===== src/rtl/fp_alu_pkg.sv =====
// ---------------------------------------------------------------------------
// fp_alu_pkg
//   Shared constants, FSM state type and fp32 field helpers for the
//   floating-point ALU units.
//   Contents:
//     EXP_W, MAN_W, BIAS, EXP_MAX  - IEEE-754 single-precision format
//     ESUM_W, BIAS_S               - signed exponent arithmetic width/bias
//     PROD_W                       - full mantissa product width
//     fpmul_state_e                - IDLE, UNPACK, MULT, NORM, DONE
//     fp_sign / fp_exp / fp_man    - fp32 field slices
// ---------------------------------------------------------------------------
package fp_alu_pkg;

   localparam int EXP_W  = 8;
   localparam int MAN_W  = 23;
   localparam int BIAS   = 127;
   localparam logic [EXP_W-1:0] EXP_MAX = 8'hFF;

   // Exponent sum of two biased exponents, kept signed so that values below
   // zero (deep underflow) stay representable through normalisation.
   localparam int ESUM_W = 10;
   localparam logic signed [ESUM_W-1:0] BIAS_S = 10'sd127;

   localparam int PROD_W = 2 * (MAN_W + 1);

   typedef enum logic [2:0] {
      IDLE   = 3'd0,
      UNPACK = 3'd1,
      MULT   = 3'd2,
      NORM   = 3'd3,
      DONE   = 3'd4
   } fpmul_state_e;

   function automatic logic fp_sign(input logic [31:0] f);
      return f[31];
   endfunction

   function automatic logic [EXP_W-1:0] fp_exp(input logic [31:0] f);
      return f[30:23];
   endfunction

   function automatic logic [MAN_W-1:0] fp_man(input logic [31:0] f);
      return f[22:0];
   endfunction

endpackage


===== src/rtl/fp_mult_norm_round.sv =====
// ---------------------------------------------------------------------------
// fp_mult_norm_round
//   Combinational normalise + round-to-nearest-even + special-case packing
//   for the sequential fp32 multiplier. The caller registers the outputs.
//   Ports:
//     sign_i       in   result sign
//     esum_i       in   signed sum of the two biased exponents
//     prod_i       in   48-bit product of the two 24-bit mantissas
//     exc_i        in   an operand had exponent all-0s or all-1s
//     result_o     out  packed fp32 result
//     exception_o  out  exception flag
//     overflow_o   out  biased exponent > 254 after rounding
//     underflow_o  out  biased exponent < 1 after rounding
// ---------------------------------------------------------------------------
module fp_mult_norm_round
   import fp_alu_pkg::*;
(
   input  logic                     sign_i,
   input  logic signed [ESUM_W-1:0] esum_i,
   input  logic [PROD_W-1:0]        prod_i,
   input  logic                     exc_i,
   output logic [31:0]              result_o,
   output logic                     exception_o,
   output logic                     overflow_o,
   output logic                     underflow_o
);

   logic [MAN_W-1:0]        man_raw;
   logic                    guard;
   logic                    sticky;
   logic                    round_up;
   logic [MAN_W:0]          man_rnd;
   logic signed [ESUM_W-1:0] exp_n;
   logic signed [ESUM_W-1:0] exp_r;

   always_comb begin
      // Product of two 1.x mantissas lies in [1,4): bit 47 set means the
      // leading one sits one place higher and the exponent gains one.
      if (prod_i[PROD_W-1]) begin
         man_raw = prod_i[46:24];
         guard   = prod_i[23];
         sticky  = |prod_i[22:0];
         exp_n   = esum_i - BIAS_S + 10'sd1;
      end else begin
         man_raw = prod_i[45:23];
         guard   = prod_i[22];
         sticky  = |prod_i[21:0];
         exp_n   = esum_i - BIAS_S;
      end

      round_up = guard & (sticky | man_raw[0]);
      man_rnd  = {1'b0, man_raw} + {{MAN_W{1'b0}}, round_up};
      // A carry out of the mantissa leaves its low bits all zero, so only the
      // exponent needs adjusting.
      exp_r    = exp_n + $signed({{(ESUM_W-1){1'b0}}, man_rnd[MAN_W]});

      result_o    = 32'h0000_0000;
      exception_o = 1'b0;
      overflow_o  = 1'b0;
      underflow_o = 1'b0;
      if (exc_i) begin
         exception_o = 1'b1;
      end else if (exp_r > 10'sd254) begin
         overflow_o = 1'b1;
         result_o   = {sign_i, EXP_MAX, {MAN_W{1'b0}}};
      end else if (exp_r < 10'sd1) begin
         underflow_o = 1'b1;
         result_o    = {sign_i, 31'd0};
      end else begin
         result_o = {sign_i, exp_r[EXP_W-1:0], man_rnd[MAN_W-1:0]};
      end
   end

endmodule


===== src/rtl/alu_fp_multiply_seq.sv =====
// ---------------------------------------------------------------------------
// alu_fp_multiply_seq
//   Sequential IEEE-754 single-precision multiplier, shift-add mantissa core.
//   Build option: define FPMUL_RADIX4_EN to retire two multiplier bits per
//   MULT cycle (12 cycles, out_valid after E0+14); otherwise one bit per
//   cycle (24 cycles, out_valid after E0+26). Results are identical.
//   Ports:
//     clk, rst      clock, synchronous active-high reset
//     in_valid      operands valid
//     in_ready      operands accepted (high only in IDLE)
//     a_operand     multiplicand fp32
//     b_operand     multiplier fp32
//     out_valid     result valid, held until out_ready
//     out_ready     consumer takes result
//     result        fp32 product
//     exception     an operand exponent was all-0s or all-1s
//     overflow      result exponent above 254
//     underflow     result exponent below 1
//     dbg_state     current FSM state
//   Handshake: a transfer happens on a rising edge where valid and ready are
//   both high; valid, once raised, holds with stable data until that edge.
// ---------------------------------------------------------------------------
module alu_fp_multiply_seq
   import fp_alu_pkg::*;
(
   input  logic        clk,
   input  logic        rst,
   input  logic        in_valid,
   output logic        in_ready,
   input  logic [31:0] a_operand,
   input  logic [31:0] b_operand,
   output logic        out_valid,
   input  logic        out_ready,
   output logic [31:0] result,
   output logic        exception,
   output logic        overflow,
   output logic        underflow,
   output logic [2:0]  dbg_state
);

`ifdef FPMUL_RADIX4_EN
   localparam int MULT_ITERS = 12;
`else
   localparam int MULT_ITERS = 24;
`endif

   fpmul_state_e state_q, state_d;

   logic [31:0]              a_q, b_q;
   logic                     sign_q;
   logic signed [ESUM_W-1:0] esum_q;
   logic                     exc_q;
   logic [MAN_W:0]           ma_q;
   logic [MAN_W:0]           mb_q;
   logic [PROD_W-1:0]        acc_q, acc_d;
   logic [4:0]               cnt_q;
   logic [31:0]              result_q;
   logic                     exc_flag_q, ovf_q, unf_q;

   logic [31:0]              nr_result;
   logic                     nr_exc, nr_ovf, nr_unf;

`ifdef FPMUL_RADIX4_EN
   logic [MAN_W+2:0]         ma3_q;
   logic [MAN_W+2:0]         addend;
   logic [MAN_W+2:0]         upper;
`else
   logic [MAN_W:0]           addend;
   logic [MAN_W+1:0]         upper;
`endif

   // ---------------- FSM: state register ----------------
   always_ff @(posedge clk) begin
      if (rst) state_q <= IDLE;
      else     state_q <= state_d;
   end

   // ---------------- FSM: next state ----------------
   always_comb begin
      state_d = state_q;
      case (state_q)
         IDLE:    if (in_valid)      state_d = UNPACK;
         UNPACK:                     state_d = MULT;
         MULT:    if (cnt_q == 5'd0) state_d = NORM;
         NORM:                       state_d = DONE;
         DONE:    if (out_ready)     state_d = IDLE;
         default:                    state_d = IDLE;
      endcase
   end

   // ---------------- FSM: outputs ----------------
   always_comb begin
      in_ready  = (state_q == IDLE);
      out_valid = (state_q == DONE);
      dbg_state = state_q;
   end

   // ---------------- Shift-add step ----------------
   // The partial product is added into the top half of the accumulator and
   // the whole accumulator shifts right, so no product bits are ever lost.
   always_comb begin
`ifdef FPMUL_RADIX4_EN
      case (mb_q[1:0])
         2'd0:    addend = '0;
         2'd1:    addend = {2'b00, ma_q};
         2'd2:    addend = {1'b0, ma_q, 1'b0};
         default: addend = ma3_q;
      endcase
      upper = {2'b00, acc_q[PROD_W-1:24]} + addend;
      acc_d = {upper, acc_q[23:2]};
`else
      addend = mb_q[0] ? ma_q : '0;
      upper  = {1'b0, acc_q[PROD_W-1:24]} + {1'b0, addend};
      acc_d  = {upper, acc_q[23:1]};
`endif
   end

   // ---------------- Datapath ----------------
   always_ff @(posedge clk) begin
      if (rst) begin
         a_q        <= '0;
         b_q        <= '0;
         sign_q     <= 1'b0;
         esum_q     <= '0;
         exc_q      <= 1'b0;
         ma_q       <= '0;
         mb_q       <= '0;
         acc_q      <= '0;
         cnt_q      <= '0;
         result_q   <= '0;
         exc_flag_q <= 1'b0;
         ovf_q      <= 1'b0;
         unf_q      <= 1'b0;
`ifdef FPMUL_RADIX4_EN
         ma3_q      <= '0;
`endif
      end else begin
         case (state_q)
            IDLE: begin
               if (in_valid) begin
                  a_q <= a_operand;
                  b_q <= b_operand;
               end
            end
            UNPACK: begin
               sign_q <= fp_sign(a_q) ^ fp_sign(b_q);
               esum_q <= $signed({2'b00, fp_exp(a_q)} + {2'b00, fp_exp(b_q)});
               exc_q  <= (fp_exp(a_q) == '0) || (fp_exp(a_q) == EXP_MAX) ||
                         (fp_exp(b_q) == '0) || (fp_exp(b_q) == EXP_MAX);
               ma_q   <= {1'b1, fp_man(a_q)};
               mb_q   <= {1'b1, fp_man(b_q)};
               acc_q  <= '0;
               cnt_q  <= 5'(MULT_ITERS - 1);
`ifdef FPMUL_RADIX4_EN
               ma3_q  <= {2'b00, 1'b1, fp_man(a_q)} + {1'b0, 1'b1, fp_man(a_q), 1'b0};
`endif
            end
            MULT: begin
               acc_q <= acc_d;
`ifdef FPMUL_RADIX4_EN
               mb_q  <= mb_q >> 2;
`else
               mb_q  <= mb_q >> 1;
`endif
               cnt_q <= cnt_q - 5'd1;
            end
            NORM: begin
               result_q   <= nr_result;
               exc_flag_q <= nr_exc;
               ovf_q      <= nr_ovf;
               unf_q      <= nr_unf;
            end
            default: ;
         endcase
      end
   end

   fp_mult_norm_round u_norm (
      .sign_i      (sign_q),
      .esum_i      (esum_q),
      .prod_i      (acc_q),
      .exc_i       (exc_q),
      .result_o    (nr_result),
      .exception_o (nr_exc),
      .overflow_o  (nr_ovf),
      .underflow_o (nr_unf)
   );

   assign result    = result_q;
   assign exception = exc_flag_q;
   assign overflow  = ovf_q;
   assign underflow = unf_q;

endmodule


===== config.mk =====
export PLATFORM = sky130hd
export DESIGN_NAME = alu_fp_multiply_seq
export DESIGN_NICKNAME = d
export VERILOG_FILES = /design/src/rtl/fp_alu_pkg.sv /design/src/rtl/fp_mult_norm_round.sv /design/src/rtl/alu_fp_multiply_seq.sv
export SDC_FILE = /design/constraint.sdc
export NUM_CORES = 1
export LEC_CHECK = 0
export CAP_MARGIN = 20
export CORE_MARGIN = 2
export CORE_UTILIZATION = 40
export DETAILED_ROUTE_END_ITERATION = 6
export PLACE_DENSITY = 0.64
export SYNTH_ARGS = -nofsm -noshare
export SYNTH_HDL_FRONTEND = slang
export SYNTH_SLANG_ARGS = --single-unit
export TNS_END_PERCENT = 100

===== constraint.sdc =====
create_clock -name clk -period 5.45 [get_ports clk]
set_input_delay 1.3625 -clock clk [delete_from_list [all_inputs] [get_ports clk]]
set_output_delay 1.3625 -clock clk [all_outputs]
set_load 0.02 [all_outputs]

==> results.md <==
Logic synthesis:
- The post-synthesis instance total is 1338.
- Among all flip-flop cells after synthesis, the most frequent one is dfxtp_1.
- In the post-synthesis netlist, the biggest area contributors are dfxtp_1, nand2_1, a21oi_1, ha_1, a22oi_1.
- Summed over all instances, the cell type with the most area after synthesis is dfxtp_1.
- During synthesis, Yosys emitted a total of 0 warnings.
- For this run, the register share of the synthesized area comes to between 30 and 40%.
- The number of enable-type register cells in the synthesized netlist is 0.
- In this run, synthesis produced a sequential element count of approximately 210.
- The net count after synthesis is 1448.
- The fraction of registers with async set/reset is 0%.
- The average cell area after synthesis is 8.082 um2.
- The cell area that synthesis handed to floorplanning was between 10000 and 15000 um2.
- The share of the synthesized area in the top cell type is about two fifths.
- The count of distinct cell types in the synthesized netlist is 76.

Detailed routing:
- After detailed routing, the number of vias per cell comes to about 5.4.
- The total iterations of the first detailed-routing run is 5.
- After the first detailed-routing iteration, the DRC count stood at approximately 730.
- The residual antenna-violating net count after detailed routing is 0.
- The post-detailed-route DRC marker count is 0.
- The wire length after detailed routing is 25.69 mm.
- Dividing the detail-routed wire length by the instance count gives between 10 and 15 um.
- The total via count after detailed routing is approximately 9400.

Pwr:
- The power density normalized to cell area is roughly 300 nW/um2.
- The static leakage is 4.749 nW.
- The design draws roughly 3.8 mW.
- Across the VDD grid, the largest voltage drop is between 0.15 and 0.2 mV.

CTS:
- For this design, the sink count on the clock tree is between 200 and 250.
- In this run the post-CTS setup repair buffer count came out at 0.
- TritonCTS built the clock tree.
- In this run the deepest clock path goes through 3 buffers.
- The clock latency at the later pin of the worst-skew pair is about 530 ps.
- The cell at the root of the clock tree is clkbuf_16.
- The number of clock buffers added by TritonCTS is 24.
- The number of hold buffers added after CTS was 0.
- Clock-pin slew was measured on the worst setup and hold paths at about 60 ps.
- In this run the number of H-tree levels came out at 1.
- Gates resized during post-CTS repair numbered 0.

GRT:
- The pin count of the biggest net entering global routing is 98.
- The overall track demand over capacity in global routing is between 15 and 20%.
- The initial antenna violation count is 0.
- The residual overflow from global routing is 0.
- The wire length of the first global-routing pass is between 40 and 50 mm.
- The number of global-route vias before repair came to between 8000 and 9000.

Die:
- The horizontal die dimension is 168.4 um.
- The starting density of the core is between 40% and 50%.
- The core area is roughly 27000 um2.
- The vertical die dimension is between 150 and 200 um.
- The total die area is 28370 um2.
- Row generation in the floorplan step produced 60 rows.
- The number of top-level design ports is roughly 110.

Setup path:
- The number of cells on the worst reg-to-reg path is 17.
- The internal reg-to-reg setup slack is ~860 ps.
- The setup path with the least slack is of type flop to flop.
- In this run the worst path has a maximum fanout of 23.
- The reg-to-reg endpoint is result[10].
- The startpoint identified for the worst register-to-register timing path is acc_q[47].
- Data on the critical path arrives at its endpoint at approximately 5000 ps.
- The startpoint type of the worst setup path is a flop.
- The endpoint required time on the critical path is between 5000 and 6000 ps.
- The worst setup path is captured at a flop.

STA:
- The post-route clock skew is between 10 and 15 ps.
- The worst-case headroom to the max-slew limit is approximately a third.
- The count of final max-slew check failures is 0.
- Setup repair after global routing left no endpoint under its margin.
- For this run, the top clock speed supported by timing is 0.2179 GHz.
- The time the worst path needs with I/O delays and setup is 4588 ps.
- The transition time at the pin with the least slew margin is between 900 and 1000 ps.
- The final-layout setup total negative slack is 0 ps.
- The fraction of the cycle the final worst path needs is a little over four fifths.
- The number of hold-slack violations in the final timing report is 0.
- The total setup violations reported at the end of the flow is 0.

Place:
- Buffers placed on the I/O ports in this run total about 110.
- The area of placed instances is around 12000 um2.
- The half-perimeter wire length after detailed placement is 17.66 mm.
- The last weighted congestion value of the routability-driven placer is slightly below 0.9.

Outcome:
- The flow ran to the end, and the final reports show no timing, DRC or antenna violations.

Hold path:
- The class of the tightest hold or removal check is flop to flop.
- The worst hold path passes through 2 cells.
- The worst hold path terminates at result[29].
- The startpoint of the lowest-slack hold path is result[29].

Final layout:
- Counting the fill cells in the layout gives about 2600.
- The design area is ~13000 um2.
- The repair_antennas step left the layout with diodes totalling 0.
- In the final layout, flip-flops and latches occupy about 4300 um2.
- Compared with the post-synthesis result, the final layout area differs by 18.18%.
- The combined area of the multi-input logic cells is around 6100 um2.
- The final layout net count is 1502.
- Cells with a size suffix above 1 make up 5.128% of the layout.

Flow run:
- The number of max-capacitance violations reported is 0.
## layout by cell type, fill, tap and decap left out, types with 19 or more instances in the layout
| master | synthesis | layout |
|---|---|---|
| a22o_1 | 22 | 22 |
| nand2_1 | 260 | 259 |
| a21oi_1 | 176 | 176 |
| xnor2_1 | 30 | 30 |
| and2_1 | 37 | 34 |
| ha_1 | 40 | 40 |
| xor2_1 | 20 | 20 |
| dfxtp_1 | 214 | 213 |
| a22oi_1 | 64 | 64 |
| nand3_1 | 19 | 19 |
| a211oi_1 | 22 | 22 |
| inv_1 | 22 | 22 |
| nor2_1 | 84 | 83 |
| clkdlybuf4s50_1 | 0 | 106 |
| clkbuf_16 | 0 | 24 |
| nor3_1 | 21 | 21 |
| o21ai_0 | 21 | 21 |
## power breakdown
group | leakage, nW | internal (mW) | total [mW] | switching (mW)
clock | 0.373 | 0.906 | 1.55 | 0.640
sequential | 1.74 | 1.65 | 1.72 | 0.0768
combinational | 2.64 | 0.209 | 0.574 | 0.365
## stage by stage
step / hold slack, ps / utilization (%) / std cells / setup slack (ps)
CTS: 443.6 / 47.82 / 1745 / 847.7
detailed placement: 435.5 / 45.00 / 1707 / 878.5
floorplan: 431.7 / - / 1338 / 1344
finish: 440.8 / 47.82 / 1745 / 861.7
global placement: 432.7 / 45.00 / 1707 / 1024
global route: 468.5 / 47.82 / 1745 / 349.4
## cell type report
type	instances	area share (%)
multi-input combinational	1011	47.56
sequential	214	33.53
timing repair buffer	118	9.007
clock buffer	31	5.218
tap	341	3.339
inverter	23	0.6755
clock inverter	7	0.6658
## routing by layer
metal / global-route usage [%] / up-vias / share of wire, %
li1: - / 4876 / -
met1: 26.31 / 4280 / 52
met2: 27.23 / 195 / 42
met3: 2.586 / 28 / 4.3
met4: 4.048 / 0 / 1.9
met5: 0 / - / 0
## cells in the mapped netlist, drive strengths merged, types with 10 or more instances
cell,instances
a22oi,65
o21ai,22
xnor2,32
nand2b,15
buf,20
inv,22
a311oi,11
nor4,16
nand2,260
nor3,22
ha,40
xor2,20
clkbuf,70
dfxtp,214
a21oi,176
a21o,10
a211oi,22
a31oi,14
a22o,22
and2,39
nor2b,10
nand3,19
nor2,84
## critical path, cell delays in order (launching register included)
cell and delay (ps):
dfxtp_2 580, nand2_1 170, a211oi_1 560, o2111ai_1 300
nor2_1 260, and3_1 210, nand2_1 90, nor2_1 130
ha_1 180, ha_1 250, o211ai_1 130, nor4_1 230
nor3_1 100, xnor2_1 280, nor4b_1 330, a22oi_2 160
o211a_4 260, a32o_1 250
## flip-flops by register name, summed over array words and instances (netlist names)
signal,cells
esum_q,9
mb_q,24
b_q,32
a_q,32
underflow,1
sign_q,1
overflow,1
acc_q,48
exc_q,1
dbg_state,3
cnt_q,5
result,32
exception,1
ma_q,24
## how the worst max path moves through the flow
stage	endpoint	start	cells after the start	slack (ps)
after detailed placement	result[10]	acc_q[47]	17	880
after CTS	result[10]	acc_q[47]	17	850
after global routing	result[14]	acc_q[47]	17	350
final	result[10]	acc_q[47]	17	860
after floorplan	result[11]	acc_q[47]	20	1340
after global placement	result[10]	acc_q[47]	17	1020
## cells by family after synthesis
group / share of synthesized area (%)
and+or+nand+nor: 21.53
AOI/OAI and AO/OA: 24.24
DFF: 39.62
buffers and inverters: 4.304
xor gates and xnor gates: 4.350
adders and majority gates: 4.998
muxes: 0.9603
No activity file was read; power rests on OpenSTA's default activity.
